[src/rtl/servo_pwm_bank.sv]
// ---------------------------------------------------------------------------
// servo_pwm_bank
//
// Multi-channel servo PWM generator. All channels share one prescaler and one
// period counter. Each channel's pulse lasts MIN_PULSE + active duty ticks.
// Duty values arrive through a valid/ready write port into per-channel shadow
// registers. Shadows are copied to the active registers only at the period
// boundary, so a pulse is never cut short or stretched mid-period. An
// optional slew limit bounds how far an active duty may move per period.
//
// Ports
//   i_clockdiv      system clock, rising edge
//   i_reset         synchronous, active-high reset
//   i_enable        1 = run counters, 0 = hold counters at 0 and outputs low
//   i_prescale      a tick occurs every i_prescale+1 clocks
//   i_endcount      terminal count, period = i_endcount+1 ticks
//   i_wr_valid      duty write request
//   o_wr_ready      write accepted when i_wr_valid & o_wr_ready
//   i_wr_ch         target channel of the write
//   i_wr_duty       new duty value
//   o_wr_err        one-clock pulse after an accepted write to a bad channel
//   o_pending       per channel: shadow differs from active
//   o_period_start  one-clock pulse while the counter sits at 0 after a wrap
//   o_pwm_out       registered PWM outputs
// ---------------------------------------------------------------------------
module servo_pwm_bank #(
    parameter int NCH       = 4,
    parameter int CNT_W     = 12,
    parameter int DUTY_W    = 8,
    parameter int PRE_W     = 8,
    parameter int MIN_PULSE = 64,
    parameter int SLEW_STEP = 0,
    localparam int CH_W     = (NCH > 1) ? $clog2(NCH) : 1
) (
    input  logic              i_clockdiv,
    input  logic              i_reset,
    input  logic              i_enable,
    input  logic [PRE_W-1:0]  i_prescale,
    input  logic [CNT_W-1:0]  i_endcount,
    input  logic              i_wr_valid,
    output logic              o_wr_ready,
    input  logic [CH_W-1:0]   i_wr_ch,
    input  logic [DUTY_W-1:0] i_wr_duty,
    output logic              o_wr_err,
    output logic [NCH-1:0]    o_pending,
    output logic              o_period_start,
    output logic [NCH-1:0]    o_pwm_out
);

    // The pulse-length sum must never wrap, whichever of the two operand
    // widths is larger.
    localparam int               SUM_W = ((CNT_W > DUTY_W) ? CNT_W : DUTY_W) + 1;
    localparam logic [CH_W:0]    NCH_L = (CH_W + 1)'(NCH);
    localparam logic [SUM_W-1:0] MIN_L = SUM_W'(MIN_PULSE);

    logic [PRE_W-1:0]  r_pre_cnt;
    logic [CNT_W-1:0]  r_counter;
    logic [DUTY_W-1:0] r_shadow [NCH];
    logic [DUTY_W-1:0] r_active [NCH];
    logic [NCH-1:0]    r_pending;
    logic [NCH-1:0]    r_pwm;
    logic              r_period_start;
    logic              r_wr_err;

    logic              w_tick;
    logic              w_wrap;
    logic              w_accept;
    logic              w_ch_valid;
    logic [DUTY_W-1:0] w_shadow_next [NCH];
    logic [DUTY_W-1:0] w_active_next [NCH];
    logic [SUM_W-1:0]  w_sum [NCH];

    // Move the active duty toward its target, limited to SLEW_STEP per
    // period when a limit is configured.
    function automatic logic [DUTY_W-1:0] f_step(input logic [DUTY_W-1:0] a,
                                                 input logic [DUTY_W-1:0] s);
        logic [DUTY_W-1:0] diff;
        logic [DUTY_W-1:0] res;
        res = s;
        if (SLEW_STEP != 0) begin
            if (s > a) begin
                diff = s - a;
                if (int'(diff) > SLEW_STEP)
                    res = a + DUTY_W'(SLEW_STEP);
            end else begin
                diff = a - s;
                if (int'(diff) > SLEW_STEP)
                    res = a - DUTY_W'(SLEW_STEP);
            end
        end
        return res;
    endfunction

    // Writes can be taken in any cycle except while reset is held.
    assign o_wr_ready = ~i_reset;
    assign w_accept   = i_wr_valid & o_wr_ready;
    assign w_ch_valid = ({1'b0, i_wr_ch} < NCH_L);

    // A prescale lowered below the running pre_cnt still produces a tick,
    // and an endcount lowered below the counter wraps on the next tick.
    assign w_tick = i_enable & (r_pre_cnt >= i_prescale);
    assign w_wrap = w_tick & (r_counter >= i_endcount);

    // Next-state of shadow and active registers. The commit reads the old
    // shadow, so a write landing in the wrap cycle waits one more period.
    always_comb begin
        for (int i = 0; i < NCH; i++) begin
            w_active_next[i] = r_active[i];
            if (w_wrap)
                w_active_next[i] = f_step(r_active[i], r_shadow[i]);
            w_shadow_next[i] = r_shadow[i];
            if (w_accept && w_ch_valid && (i_wr_ch == CH_W'(i)))
                w_shadow_next[i] = i_wr_duty;
            w_sum[i] = MIN_L + SUM_W'(r_active[i]);
        end
    end

    // Prescaler, period counter, commit and output registers.
    always_ff @(posedge i_clockdiv) begin
        if (i_reset) begin
            r_pre_cnt      <= '0;
            r_counter      <= '0;
            r_pending      <= '0;
            r_pwm          <= '0;
            r_period_start <= 1'b0;
            r_wr_err       <= 1'b0;
            for (int i = 0; i < NCH; i++) begin
                r_shadow[i] <= '0;
                r_active[i] <= '0;
            end
        end else begin
            if (!i_enable) begin
                r_pre_cnt <= '0;
                r_counter <= '0;
            end else if (w_tick) begin
                r_pre_cnt <= '0;
                r_counter <= w_wrap ? '0 : r_counter + CNT_W'(1);
            end else begin
                r_pre_cnt <= r_pre_cnt + PRE_W'(1);
            end
            r_period_start <= w_wrap;
            r_wr_err       <= w_accept & ~w_ch_valid;
            for (int i = 0; i < NCH; i++) begin
                r_shadow[i]  <= w_shadow_next[i];
                r_active[i]  <= w_active_next[i];
                r_pending[i] <= (w_shadow_next[i] != w_active_next[i]);
                r_pwm[i]     <= i_enable & (SUM_W'(r_counter) < w_sum[i]);
            end
        end
    end

    assign o_pending      = r_pending;
    assign o_pwm_out      = r_pwm;
    assign o_period_start = r_period_start;
    assign o_wr_err       = r_wr_err;

endmodule
[config.mk]
export PLATFORM = sky130hd
export DESIGN_NAME = servo_pwm_bank
export DESIGN_NICKNAME = d
export VERILOG_FILES = /design/src/rtl/servo_pwm_bank.sv
export SDC_FILE = /design/constraint.sdc
export NUM_CORES = 1
export LEC_CHECK = 0
export ABC_AREA = 1
export CORE_ASPECT_RATIO = 1.1
export CORE_MARGIN = 2
export CORE_UTILIZATION = 53
export DETAILED_ROUTE_END_ITERATION = 10
export PLACE_DENSITY_LB_ADDON = 0.15
export SETUP_SLACK_MARGIN = 0.1
export SLEW_MARGIN = 25
export SYNTH_ARGS = -nofsm -noshare
export SYNTH_HDL_FRONTEND = slang
export SYNTH_SLANG_ARGS = --single-unit
export TNS_END_PERCENT = 100
[constraint.sdc]
create_clock -name i_clockdiv -period 1.8 [get_ports i_clockdiv]
set_input_delay 0.27 -clock i_clockdiv [delete_from_list [all_inputs] [get_ports i_clockdiv]]
set_output_delay 0.27 -clock i_clockdiv [all_outputs]
set_load 0.02 [all_outputs]
# Word level (Yosys, flattened, before mapping)
# Memory sizes are Yosys's and may differ from the RTL's.
# Cells that the tools add are included.
[totals] reg_bits=29 ramBits=64 out_inout_bits=11 mem_count=2
[classes] addsub=6 order_cmp=6 eq_ne=7 mux=20 bitwise=17 reduce_logical=7
[mem_list] name="r_active" depth=4 width=8 read_ports=4 rd_ports_with_merged_regs=0 wr=4 line="59" rtl="logic [DUTY_W-1:0] r_active [NCH];"
[mem_list] name="r_shadow" depth=4 width=8 read_ports=4 rd_ports_with_merged_regs=0 wr=4 line="58" rtl="logic [DUTY_W-1:0] r_shadow [NCH];"
[op_table] operator="two-way mux 8 bit" n=16
[op_table] operator="< comparator 12 x 9 -> 1 bit" n=4
[op_table] operator="adder 7 x 8 -> 9 bit, first input constant" n=4
[op_table] operator="inequality test 8 bit" n=4
[op_table] operator="adder 12 x 1 -> 12 bit, second input constant" n=1
[op_table] operator="greater-or-equal comparator 12 bit" n=1
[op_table] operator="two-way mux 12 bit" n=1
[op_table] operator="adder 8 x 1 -> 8 bit, second input constant" n=1
[op_table] operator="greater-or-equal comparator 8 bit" n=1
[op_table] operator="bitwise OR 1 bit" n=8
[op_table] operator="bitwise AND 1 bit" n=7
[op_table] operator="equality test 2 bit, second input constant" n=2
[op_table] operator="logical AND 1 bit" n=4
[op_table] operator="two-way mux 1 bit" n=3
[op_table] operator="OR reduction 3 bit" n=1
[op_table] operator="equality test 2 x 1 -> 1 bit, second input constant" n=1
[op_table] operator="zero test 2 bit" n=1
[op_table] operator="NOT 1 bit" n=2
[op_table] operator="OR reduction 2 bit" n=1

# Depth between registers and ports, before layout
[depth] depth_word=5 mapped_depth=19 mapped_depth_nobuf=18

# Worst setup path after synthesis
# No wires, ideal clock.
[synth_path] kind="reg2reg" from="register r_counter[7]" to="register r_pending[0], in the netlist o_pending[0]" setup_ps=128 arrival_time_ps=1849 t_required_ps=1672 slack_ps=-176 path_stages_with_launch=17 synth_period_minus_slack_ps=1976 path_cell_list="dfxtp_1 > ha_1 > nand2_1 > nand2_1 > nand2_1 > nand3_1 > nor2_1 > nand2_2 > nand3_4 > buf_4 > nand2_1 > nand3_1 > nand2_1 > nor2_1 > nand2_1 > nor2_1 > nor2_1"
[synth_between] elab_chain_cells=4
[synth_rtl] item="start, declared" line="57" rtl="logic [CNT_W-1:0] r_counter;"
[synth_rtl] item="start signal, assigned" line="137" rtl="r_counter <= w_wrap ? '0 : r_counter + CNT_W'(1);"
[synth_rtl] item="greater-or-equal comparator 12 bit" line="102" rtl="assign w_wrap = w_tick & (r_counter >= i_endcount);"
[synth_rtl] item="bitwise AND 1 bit" line="102"
[synth_rtl] item="two-way mux 8 bit" line="109" rtl="if (w_wrap)"
[synth_rtl] item="inequality test 8 bit" line="146" rtl="r_pending[i] <= (w_shadow_next[i] != w_active_next[i]);"
[synth_rtl] item="end signal, assigned by index" line="146"
[synth_rtl] item="end, declared" line="60" rtl="logic [NCH-1:0] r_pending;"
# Every way passes these cells.
# A chain may end at the register's enable or synchronous reset.

# Worst setup path in the final report
[layout_path] from="register r_counter[11]" to="register r_pending[2], in the netlist o_pending[2]"
# Same word-level chain as after synthesis.

==> results.py <==
metrics = {
    "run_status": {
        "run_status": "finished with violations",
        "failed_checks": "setup timing",
    },
    "power": {
        "power_density_nw_per_um2": 508,
        "power.total_w": 0.00454,
        "ir_drop_mv": 0.587,
        "static-leakage-power_nw": 3.94,
    },
    "yosys": {
        "yosys.cell_count.top_type": "nand2_1",
        "ys.flop_type": "dfxtp_1",
        "synth_seq_cells": 93,
        "synth_nets": 944,
        "synth_commonest_cells": "nand2_1 (219), inv_1 (143), nor2_1 (103), dfxtp_1 (93), nand3_1 (79)",
        "syn-cell-area_um2": 5640,
        "ys_types": 32,
        "post_synth_main_area_contributors": "dfxtp_1 (33%), nand2_1 (15%), ha_1 (13%)",
        "synth-edff-count": 0,
        "seq_total_area_yosys": 0.330,
        "postSynthAreaPerCell_um2": 6.62,
        "synth_top_cell_area_share": 0.330,
        "yosys_warnings": 0,
        "synthCells": 852,
        "synthDominantAreaCellType": "dfxtp_1",
        "async_reset_ff_frac": 0,
    },
    "finish": {
        "areaGrowthSynthToFinish_pct": 58.4,
        "insertedDiodeCount": 0,
        "post_route_cells_drive_above_1_share": 0.348,
        "fillerInstances": 475,
        "final_layout_net_count": 1113,
    },
    "routing": {
        "totalWireLength_um": 24400,
        "first_pass_iters": 7,
        "via_per_inst": 6.00,
        "detailroute.via_count": 7013,
        "drc": 0,
        "wire_per_inst_um": 20.8,
        "drt_first_iter_violations": 895,
        "drt.antenna.violating_nets": 0,
    },
    "grt": {
        "maximum_number_of_pins_on_one_net_before_global_route_repair": 44,
        "first_pass_grt_wire_length_um": 29000,
        "global_route.overflow_total": 0,
        "first_global_vias": 6395,
        "antenna_found_initial": 0,
        "globalRouteTotalUtil": 0.321,
    },
    "floorplanning": {
        "die_height_um": 112,
        "start_util": 0.543,
        "ioPinCount": 45,
        "design.core.area_um2": 10400,
        "std_cell_rows": 39,
        "floorplan.die_area_um2": 11500,
        "die_x_um": 102,
    },
    "setup_path": {
        "cp-start-kind": "register",
        "critical_path_peak_fanout": 10,
        "setup.reg_to_reg.worst_slack_ns": -0.85,
        "startpoint_to_endpoint_class_of_the_critical_path": "reg -> reg",
        "critPathCaptureType": "register",
        "critical_path_arrival_ns": 2.89,
        "worst_path_required_ns": 2.03,
    },
    "sta": {
        "fmaxAchievable_mhz": 377,
        "timing.final.max_slew_violations": 0,
        "setup_viol": 58,
        "finClkSkew_ns": 0.00869,
        "final.min_clock_period_ns": 2.65,
        "worstMarginPinSlew_ns": 0.539,
        "final-hold-violation-count": 0,
        "worst_slew_margin_rel": 0.640,
        "min_period_over_period": 1.47,
        "setup_ws_ns": -0.853,
        "rsz0062_at_grt": "true",
    },
    "placement": {
        "port_buffers": 43,
        "place.gp.congestion": 0.850,
        "dpl_worst_slack_ns": -0.952,
        "dpl.hpwl_um": 10600,
    },
    "clock_network": {
        "clock_latency_ns": 0.36,
        "cts_clock_pin_slew_for_the_worst_setup_and_hold_paths_ns": 0.07,
        "htreeDepth": 3,
        "tritoncts.num_buffers": 9,
        "holdBufCountCts": 0,
        "ctsLongestPathBuffers": 2,
        "buffer_cell_driving_the_clock_tree_root": "clkbuf_16",
        "clock_sink_count": 93,
        "tritoncts": "done",
    },
    "flow_run": {
        "max_cap_violations": 0,
    },
    "min_path": {
        "timing.hold.worst.class": "in -> reg",
    },
}
## where the power goes
part / switching (W) / leakage, nW / internal, W / total [W]
Clock: 0.000836 / 0.139 / 0.00104 / 0.00188
Combinational: 0.000312 / 3.04 / 0.000245 / 0.000557
Sequential: 0.0000185 / 0.761 / 0.00209 / 0.00210
## cell families after synthesis
group | after synthesis | synth area share
fa+ha+maj | 58 | 0.129
flops | 93 | 0.330
xor+xnor | 3 | 0.00466
buf+inv | 168 | 0.119
compound gates | 100 | 0.0969
other cells | 1 | 0.000665
simple gates | 429 | 0.320
## per-stage QoR
step	std cells	cell area, um2	hold slack [ns]	util	TNS [ns]
floorplan	852	5700	0.406	-	-0.550
global placement	1109	6990	0.470	0.672	-28.20
detailed placement	1109	6990	0.482	0.672	-32.49
CTS	1154	8210	0.466	0.789	-12.26
global route	1168	8940	0.488	0.860	-25.00
finish	1168	8940	0.478	0.860	-21.03
## area by class of cell
cell class | instances | area, um2 | share of cell area
inverter | 143 | 544 | 0.0609
tap | 143 | 179 | 0.0200
clock inverter | 1 | 5.00 | 0.000560
multi-input combinational | 591 | 4130 | 0.462
timing repair buffer | 183 | 1920 | 0.215
sequential | 93 | 1890 | 0.211
clock buffer | 14 | 274 | 0.0307
## worst max-delay path, stage by stage (launching register included)
cell and delay, ns:
dfxtp_2 0.34, ha_4 0.23, a21oi_1 0.29, nand3_1 0.18, nor2_2 0.19, nand2_4 0.09, buf_12 0.16, buf_16 0.16
nand3b_1 0.16, nand2_2 0.10, nand2_2 0.08, nand2_2 0.13, nor2_2 0.16, nand2_1 0.08, nor2_1 0.14, nor2_1 0.05
## routing by layer
metal,vias to the layer above,part of all wire,GRT usage
met2,528,0.48,0.563
met1,3211,0.34,0.354
met4,0,0.094,0.196
li1,3031,-,-
met3,243,0.092,0.0573
met5,-,0,0
## timing repair
action                     in CTS  in global routing
hold endpoints to repair        0                  0
setup endpoints to repair      61                 61
gates cloned                    6                  5
pin swaps                      57                 91
buffers inserted               26                 17
resized for setup             155                143
## worst paths after layout
| kind | startpoint | end | depth (start not counted) |
|---|---|---|---|
| worst max-delay path | r_counter[11] | o_pending[2] | 15 |
| worst min-delay path | i_reset | r_shadow[2][3] | 3 |
| worst max register to register | r_counter[11] | o_pending[2] | 15 |
| worst min register to register | r_shadow[0][0] | r_active[0][0] | 2 |
## cell usage in the layout, fill, tap and decap left out, types with 28 or more instances in the layout
cell type / count
nand2_2: 44
nand3_1: 64
nand2_1: 153
buf_4: 90
ha_1: 34
clkdlybuf4s50_1: 29
o21ai_0: 28
dfxtp_1: 78
inv_1: 133
nor2_1: 72
## registers in the layout (all words and copies together) (netlist names)
signal / flops
o_pwm_out: 4
r_pre_cnt: 8
o_period_start: 1
r_shadow: 32
r_counter: 12
r_active: 32
o_pending: 4
No activity file was read; power rests on OpenSTA's default activity.
